File: src/rtl/cell_pos_access_ctrl.sv
// Arbiter/sequencer for a single-port cell position RAM: addr 0 holds the particle count,
// addr 1..N hold positions. Serves a burst reader and a burst writer, one at a time.
module cell_pos_access_ctrl #(
    parameter int DATA_WIDTH   = 96,
    parameter int ADDR_WIDTH   = 8,
    parameter int PARTICLE_NUM = 220
) (
    input  logic                  clk,
    input  logic                  rst,
    input  logic                  rd_req,
    output logic                  rd_gnt,
    output logic                  rd_valid,
    output logic [DATA_WIDTH-1:0] rd_data,
    output logic                  rd_last,
    output logic                  rd_done,
    input  logic                  wr_req,
    output logic                  wr_gnt,
    input  logic                  wr_valid,
    output logic                  wr_ready,
    input  logic [DATA_WIDTH-1:0] wr_data,
    input  logic                  wr_last,
    output logic                  wr_done,
    output logic                  err_overflow,
    output logic                  busy,
    output logic [ADDR_WIDTH-1:0] ram_address,
    output logic [DATA_WIDTH-1:0] ram_data,
    output logic                  ram_rden,
    output logic                  ram_wren,
    input  logic [DATA_WIDTH-1:0] ram_q
);

    localparam logic [ADDR_WIDTH-1:0] MAX_CNT = ADDR_WIDTH'(PARTICLE_NUM - 1);
    localparam int RD_LAT = 2;

    typedef enum logic [2:0] {
        IDLE, RD_CNT, RD_WAIT, RD_STREAM, RD_DRAIN, WR_STREAM, WR_CNT
    } state_t;

    state_t                  state_reg, state_next;
    logic [ADDR_WIDTH-1:0]   addr_reg, addr_next;
    logic [DATA_WIDTH-1:0]   data_reg, data_next;
    logic                    rden_reg, rden_next;
    logic                    wren_reg, wren_next;
    logic [ADDR_WIDTH-1:0]   cnt_reg, cnt_next;
    logic                    phase_reg, phase_next;
    logic                    zero_done_reg, zero_done_next;
    logic                    wr_done_reg, wr_done_next;
    logic                    err_reg, err_next;
    logic [RD_LAT-1:0]       rd_pipe_reg;
    logic [RD_LAT-1:0]       last_pipe_reg;
    logic                    issue, issue_last;
    logic [ADDR_WIDTH-1:0]   q_cnt, q_cnt_clamped;

    assign q_cnt         = ram_q[ADDR_WIDTH-1:0];
    assign q_cnt_clamped = (q_cnt > MAX_CNT) ? MAX_CNT : q_cnt;

    always_comb begin
        state_next     = state_reg;
        addr_next      = addr_reg;
        data_next      = data_reg;
        cnt_next       = cnt_reg;
        phase_next     = phase_reg;
        err_next       = err_reg;
        rden_next      = 1'b0;
        wren_next      = 1'b0;
        zero_done_next = 1'b0;
        wr_done_next   = 1'b0;
        rd_gnt         = 1'b0;
        wr_gnt         = 1'b0;
        issue          = 1'b0;
        issue_last     = 1'b0;

        case (state_reg)
            IDLE: begin
                // Grants are combinational, so they are masked while reset is held
                if (!rst && rd_req) begin
                    rd_gnt     = 1'b1;
                    state_next = RD_CNT;
                    rden_next  = 1'b1;
                    addr_next  = '0;
                end else if (!rst && wr_req) begin
                    wr_gnt     = 1'b1;
                    state_next = WR_STREAM;
                    cnt_next   = '0;
                end
            end
            RD_CNT: begin
                state_next = RD_WAIT;
                phase_next = 1'b0;
            end
            RD_WAIT: begin
                if (!phase_reg) begin
                    phase_next = 1'b1;
                end else begin
                    cnt_next = q_cnt_clamped;
                    if (q_cnt_clamped == '0) begin
                        zero_done_next = 1'b1;
                        state_next     = IDLE;
                    end else begin
                        state_next = RD_STREAM;
                        rden_next  = 1'b1;
                        addr_next  = ADDR_WIDTH'(1);
                    end
                end
            end
            RD_STREAM: begin
                issue      = 1'b1;
                issue_last = (addr_reg == cnt_reg);
                if (issue_last) begin
                    state_next = RD_DRAIN;
                    phase_next = 1'b0;
                end else begin
                    rden_next = 1'b1;
                    addr_next = addr_reg + ADDR_WIDTH'(1);
                end
            end
            RD_DRAIN: begin
                if (phase_reg) state_next = IDLE;
                else           phase_next = 1'b1;
            end
            WR_STREAM: begin
                if (wr_valid) begin
                    // Beats beyond capacity are still consumed so the writer never stalls
                    if (cnt_reg < MAX_CNT) begin
                        cnt_next  = cnt_reg + ADDR_WIDTH'(1);
                        wren_next = 1'b1;
                        addr_next = cnt_reg + ADDR_WIDTH'(1);
                        data_next = wr_data;
                    end else begin
                        err_next = 1'b1;
                    end
                    if (wr_last) begin
                        state_next = WR_CNT;
                        phase_next = 1'b0;
                    end
                end
            end
            WR_CNT: begin
                if (!phase_reg) begin
                    phase_next   = 1'b1;
                    wren_next    = 1'b1;
                    addr_next    = '0;
                    data_next    = DATA_WIDTH'(cnt_reg);
                    wr_done_next = 1'b1;
                end else begin
                    state_next = IDLE;
                end
            end
            default: state_next = IDLE;
        endcase
    end

    always_ff @(posedge clk or posedge rst) begin
        if (rst) begin
            state_reg     <= IDLE;
            addr_reg      <= '0;
            data_reg      <= '0;
            rden_reg      <= 1'b0;
            wren_reg      <= 1'b0;
            cnt_reg       <= '0;
            phase_reg     <= 1'b0;
            zero_done_reg <= 1'b0;
            wr_done_reg   <= 1'b0;
            err_reg       <= 1'b0;
            rd_pipe_reg   <= '0;
            last_pipe_reg <= '0;
        end else begin
            state_reg     <= state_next;
            addr_reg      <= addr_next;
            data_reg      <= data_next;
            rden_reg      <= rden_next;
            wren_reg      <= wren_next;
            cnt_reg       <= cnt_next;
            phase_reg     <= phase_next;
            zero_done_reg <= zero_done_next;
            wr_done_reg   <= wr_done_next;
            err_reg       <= err_next;
            // Tracks each stream read through the RAM's read latency
            rd_pipe_reg   <= {rd_pipe_reg[RD_LAT-2:0], issue};
            last_pipe_reg <= {last_pipe_reg[RD_LAT-2:0], issue_last};
        end
    end

    assign rd_valid     = rd_pipe_reg[RD_LAT-1];
    assign rd_last      = last_pipe_reg[RD_LAT-1];
    assign rd_done      = last_pipe_reg[RD_LAT-1] | zero_done_reg;
    assign rd_data      = rd_pipe_reg[RD_LAT-1] ? ram_q : '0;
    assign wr_ready     = (state_reg == WR_STREAM);
    assign wr_done      = wr_done_reg;
    assign err_overflow = err_reg;
    assign busy         = (state_reg != IDLE);
    assign ram_address  = addr_reg;
    assign ram_data     = data_reg;
    assign ram_rden     = rden_reg;
    assign ram_wren     = wren_reg;

endmodule
File: config.mk
export PLATFORM = sky130hd
export DESIGN_NAME = cell_pos_access_ctrl
export DESIGN_NICKNAME = d
export VERILOG_FILES = /design/src/rtl/cell_pos_access_ctrl.sv
export SDC_FILE = /design/constraint.sdc
export NUM_CORES = 1
export LEC_CHECK = 0
export CAP_MARGIN = 20
export CORE_AREA = 8 8 153 155
export CTS_BUF_LIST = sky130_fd_sc_hd__clkbuf_16
export DETAILED_ROUTE_END_ITERATION = 6
export DIE_AREA = 0 0 161 163
export PLACE_DENSITY = 0.7
export SYNTH_ARGS = -nofsm -noshare
export SYNTH_HDL_FRONTEND = slang
export SYNTH_SLANG_ARGS = --single-unit
File: constraint.sdc
create_clock -name clk -period 8.1 [get_ports clk]
set_input_delay 0.81 -clock clk [delete_from_list [all_inputs] [get_ports clk]]
set_output_delay 0.81 -clock clk [all_outputs]
set_load 0.01 [all_outputs]
; Word-level counts from Yosys, hierarchy flattened
; Index checks and enable logic that the tools add are counted.
; W data, S select, Z words.
[op_classes]
mul = 0
bitwise_logic = 2
order_cmp = 2
addsub = 2
reduce_logical = 18
n_mux = 50
eq_ne = 20
div = 0
shifts = 0
[ops]
columns = cell, n
row1 = $mux W96, 4
row2 = $pmux W96 S2, 1
row3 = $mux W8, 11
row4 = $pmux W8 S5, 1
row5 = $pmux W8 S3, 1
row6 = $mux W3, 7
row7 = $mux W1, 20
row8 = $ne A2 B2 Y1 const B, 9
row9 = $pmux W3 S6, 1
row10 = $add A8 B1 Y8 const B, 2
row11 = $reduce_and A6 Y1, 2
row12 = $eq A3 B3 Y1 const B, 3
row13 = $eq A8 B8 Y1, 1
row14 = $gt A8 B8 Y1 const B, 1
row15 = $logic_not A8 Y1, 1
row16 = $lt A8 B8 Y1 const B, 1
row17 = $reduce_and A4 Y1, 2
row18 = $reduce_and A8 Y1, 1
row19 = $eq A3 B2 Y1 const B, 2
row20 = $ne A2 B1 Y1 const B, 3
row21 = $reduce_bool A3 Y1, 2
row22 = $reduce_bool A5 Y1, 1
row23 = $pmux W1 S4, 1
row24 = $reduce_bool A4 Y1, 1
row25 = 14 further kinds, 15
[totals]
register_bits = 125
n_memories = 0
word_cells = 106
input_bits = 198
latchBits = 0
rom_bits = 0
mem_bits_rw = 0
output_inout_bits = 211

; Logic depth before layout (Yosys ltp)
[logic_depth]
depth_word = 6
mapped_depth = 10
mapped_depth_nobuf = 6

; Worst setup path before layout
; No wires, ideal clock.
[synth_timing]
kind = reg2out
start = reg state_reg[1]
end = out wr_gnt
path_buffers = 1
setup_slack_ps = 5925
path_stages_with_launch = 4
arrival_ps = 1365
path_cell_list = dfrtp_1 > buf_4 > or3_1 > nor4b_2
[synth_via]
elab_chain_cells = 2
[synth_rtl]
columns = item, line_no
row1 = "start, declared", 39  ; state_t state_reg, state_next;
row2 = "start signal, assigned", 168  ; state_reg <= state_next;
row3 = $logic_not A3 Y1, 73  ; case (state_reg)
row4 = $mux W1, 73
row5 = "end, declared", 17  ; output logic wr_gnt,
; No other way between the ends.

; Final worst setup path
[layout_timing]
start = reg state_reg[0]
end = out wr_ready
[layout_via]
elab_chain_cells = 1
[layout_rtl]
columns = item, line_no
row1 = $eq A3 B3 Y1, 188  ; assign wr_ready = (state_reg == WR_STREAM);
row2 = "end, declared", 19  ; output logic wr_ready,
; No other way between the ends.

==> flow_metrics.tcl <==
set metrics [dict create \
    status "finished, final reports clean" \
    period_share_pct 41.5 \
    r2r_cells 7 \
    syn-instance-count 736 \
    antenna_found_initial 0 \
    htree_levels 4 \
    skew_ns 0.0120 \
    seq_area_sq_um 3130 \
    synth_top_area_cell "dfrtp_1" \
    grt.total_usage_pct 19.9 \
    dpl_worst_slack_ns 5.04 \
    ys.flop_type "dfrtp_1" \
    synth-seq-cells 125 \
    vias_per_cell 4.71 \
    die-area_sq_um 26200 \
    hold_depth 0 \
    grt_pass1_vias 6591 \
    setup_violations 0 \
    layout_common_cells "clkdlybuf4s50_1, nand2_1, dfrtp_1" \
    pin_count 409 \
    cts_root_buf "clkbuf_16" \
    hold_violations 0 \
    ys_top_cells_by_area "dfrtp_1, nand2_1, and2_1, nand3_1, buf_2" \
    postPlaceCellArea_sq_um 10600 \
    layout-drive-gt1-share_pct 6.14 \
    finalSetupTns_ns 0 \
    maxCapViolCount 0 \
    cts-buffers-inserted 17 \
    grt_max_degree 98 \
    dr.pass1.iters 5 \
    multiInputGateArea_sq_um 2990 \
    p_leak_nw 5.10 \
    ys_seq_area_share_pct 48.3 \
    nFillCells 1880 \
    crit_fanout 20 \
    ant_nets 0 \
    final_cell_area_sq_um 11300 \
    utilization_pct 54.3 \
    initial_utilization_pct 31.1 \
    cts_tree "yes" \
    grt_overflow 0 \
    finalHoldWorstSlack_ns 0.350 \
    synth_edf_count 0 \
    min_from "last_pipe_reg[0]" \
    clk_pin_slew_ns 0.05 \
    clkSinkCount 125 \
    worst_hold_path_type "reg2reg" \
    rsz0062_at_grt "false" \
    fin_ws_ns 4.74 \
    fp-row-count 53 \
    final_common_cell "clkdlybuf4s50_1" \
    place.gp.congestion 0.870 \
    netlist.area_leader.share_pct 48.3 \
    ff2ff_setup_slack_ns 5.10 \
    cp.arrival_ns 2.55 \
    io_buffers 408 \
    required_ns 7.29 \
    post_cts_resized 0 \
    syn-num-nets 936 \
    endpoint_kind "output pin" \
    async_flop_share_pct 100 \
    avgRoutedWirePerCell_um 19.3 \
    cts_post_setup_buffers_inserted 0 \
    synth_area_sq_um 6480 \
    syn_avg_cell_area_sq_um 8.80 \
    clk_latency_ns 0.42 \
    nets 1311 \
    drv_slew 0 \
    min_to "last_pipe_reg[1]" \
    cp-start-kind "register" \
    synth_cell_type_count 58 \
    crit_type "reg2out" \
    n_antenna_cell 0 \
    drtIter0Drc 391 \
    cts_hold_buf 0 \
    detailed_place_hpwl_um 20500 \
    core-area_sq_um 20800 \
    powerDensity_nw_per_um2 298 \
    drcViolationCount 0 \
    routed_wl_um 27100 \
    die_h_um 163 \
    relSlewSlack_pct 39.3 \
    period_minus_slack_ns 3.36 \
    largest_register_ffs 96 \
    clk_path_buf_depth 2 \
    tightest_slew_ns 0.911 \
    fmax_ghz 0.297 \
    rr_endpoint "ram_data[20]" \
    yosysWarnings 0 \
    syn_to_final_growth_pct 74.6 \
    via_count 6593 \
    vdd_ir_drop_max_v 0.000196 \
    grt_pass1_wl_um 40600 \
    reg2reg_from "state_reg[0]" \
    fp.dieW_um 161 \
]
## how the worst max path moves through the flow
stage	start	endpoint	slack, ns	depth (start not counted)
after detailed placement	rst	rd_gnt	5.04	4
after floorplan	rst	cnt_reg[0]	3.96	1
after global routing	state_reg[0]	wr_ready	4.54	3
final	state_reg[0]	wr_ready	4.74	3
after CTS	state_reg[0]	wr_ready	4.75	3
after global placement	rst	rd_gnt	5.05	4
## routing by layer
metal / wire length (um) / vias to the layer above / GRT usage, %
met3: 2450 / 23 / 7.53
met4: 357 / 0 / 4.97
met5: 0 / - / 0
met2: 12400 / 269 / 30.3
li1: - / 3203 / -
met1: 11900 / 3098 / 26.3
## through the flow
stage | instances | total power [mW]
floorplan | 736 | 1.72
global placement | 1366 | 2.53
detailed placement | 1366 | 2.55
CTS | 1398 | 3.39
global route | 1399 | 3.58
finish | 1399 | 3.37
## logic make-up (layout without fill, tap and decap cells)
kind of cell | Yosys count | in the layout | share of synthesized area (%)
buf+inv | 75 | 463 | 5.87
compound gates | 79 | 79 | 8.73
mux | 8 | 8 | 1.62
xor+xnor | 12 | 12 | 1.62
fa+ha+maj | 2 | 2 | 0.386
simple gates | 435 | 435 | 33.5
flops | 125 | 125 | 48.3
## critical path, stage by stage (launching register included)
cell,delay (ns)
dfrtp_1,0.69
nand3b_1,0.47
inv_1,0.34
clkdlybuf4s50_1,0.64
## cells in the mapped netlist (3+ instances only)
cell and instances:
a21oi_1 18, a31oi_1 5, and2_1 98, and3_1 3, buf_2 24, buf_4 4
buf_6 7, clkbuf_1 20, dfrtp_1 125, inv_1 17, mux2_4 5, mux2i_1 3
nand2_1 190, nand3_1 88, nand3_2 10, nor2_1 22, nor4_1 4, o21ai_0 12
o21bai_1 3, o22ai_1 10, o31ai_1 7, o41ai_1 6, or3_1 3, xor2_1 11
## power by group
part	switching, mW	total, mW	internal [mW]	leakage, nW
clock	0.305	0.826	0.521	0.306
combinational	0.738	1.56	0.820	3.15
sequential	0.173	0.987	0.814	1.65
total	1.22	3.37	2.16	5.10
## cell type report
cell class	count	area share, %
inverter	18	0.620
sequential	125	27.7
multi-input combinational	536	26.5
clock buffer	17	3.76
clock inverter	15	1.88
timing repair buffer	413	36.6
tap	275	3.04
No activity file was read; power rests on OpenSTA's default activity.
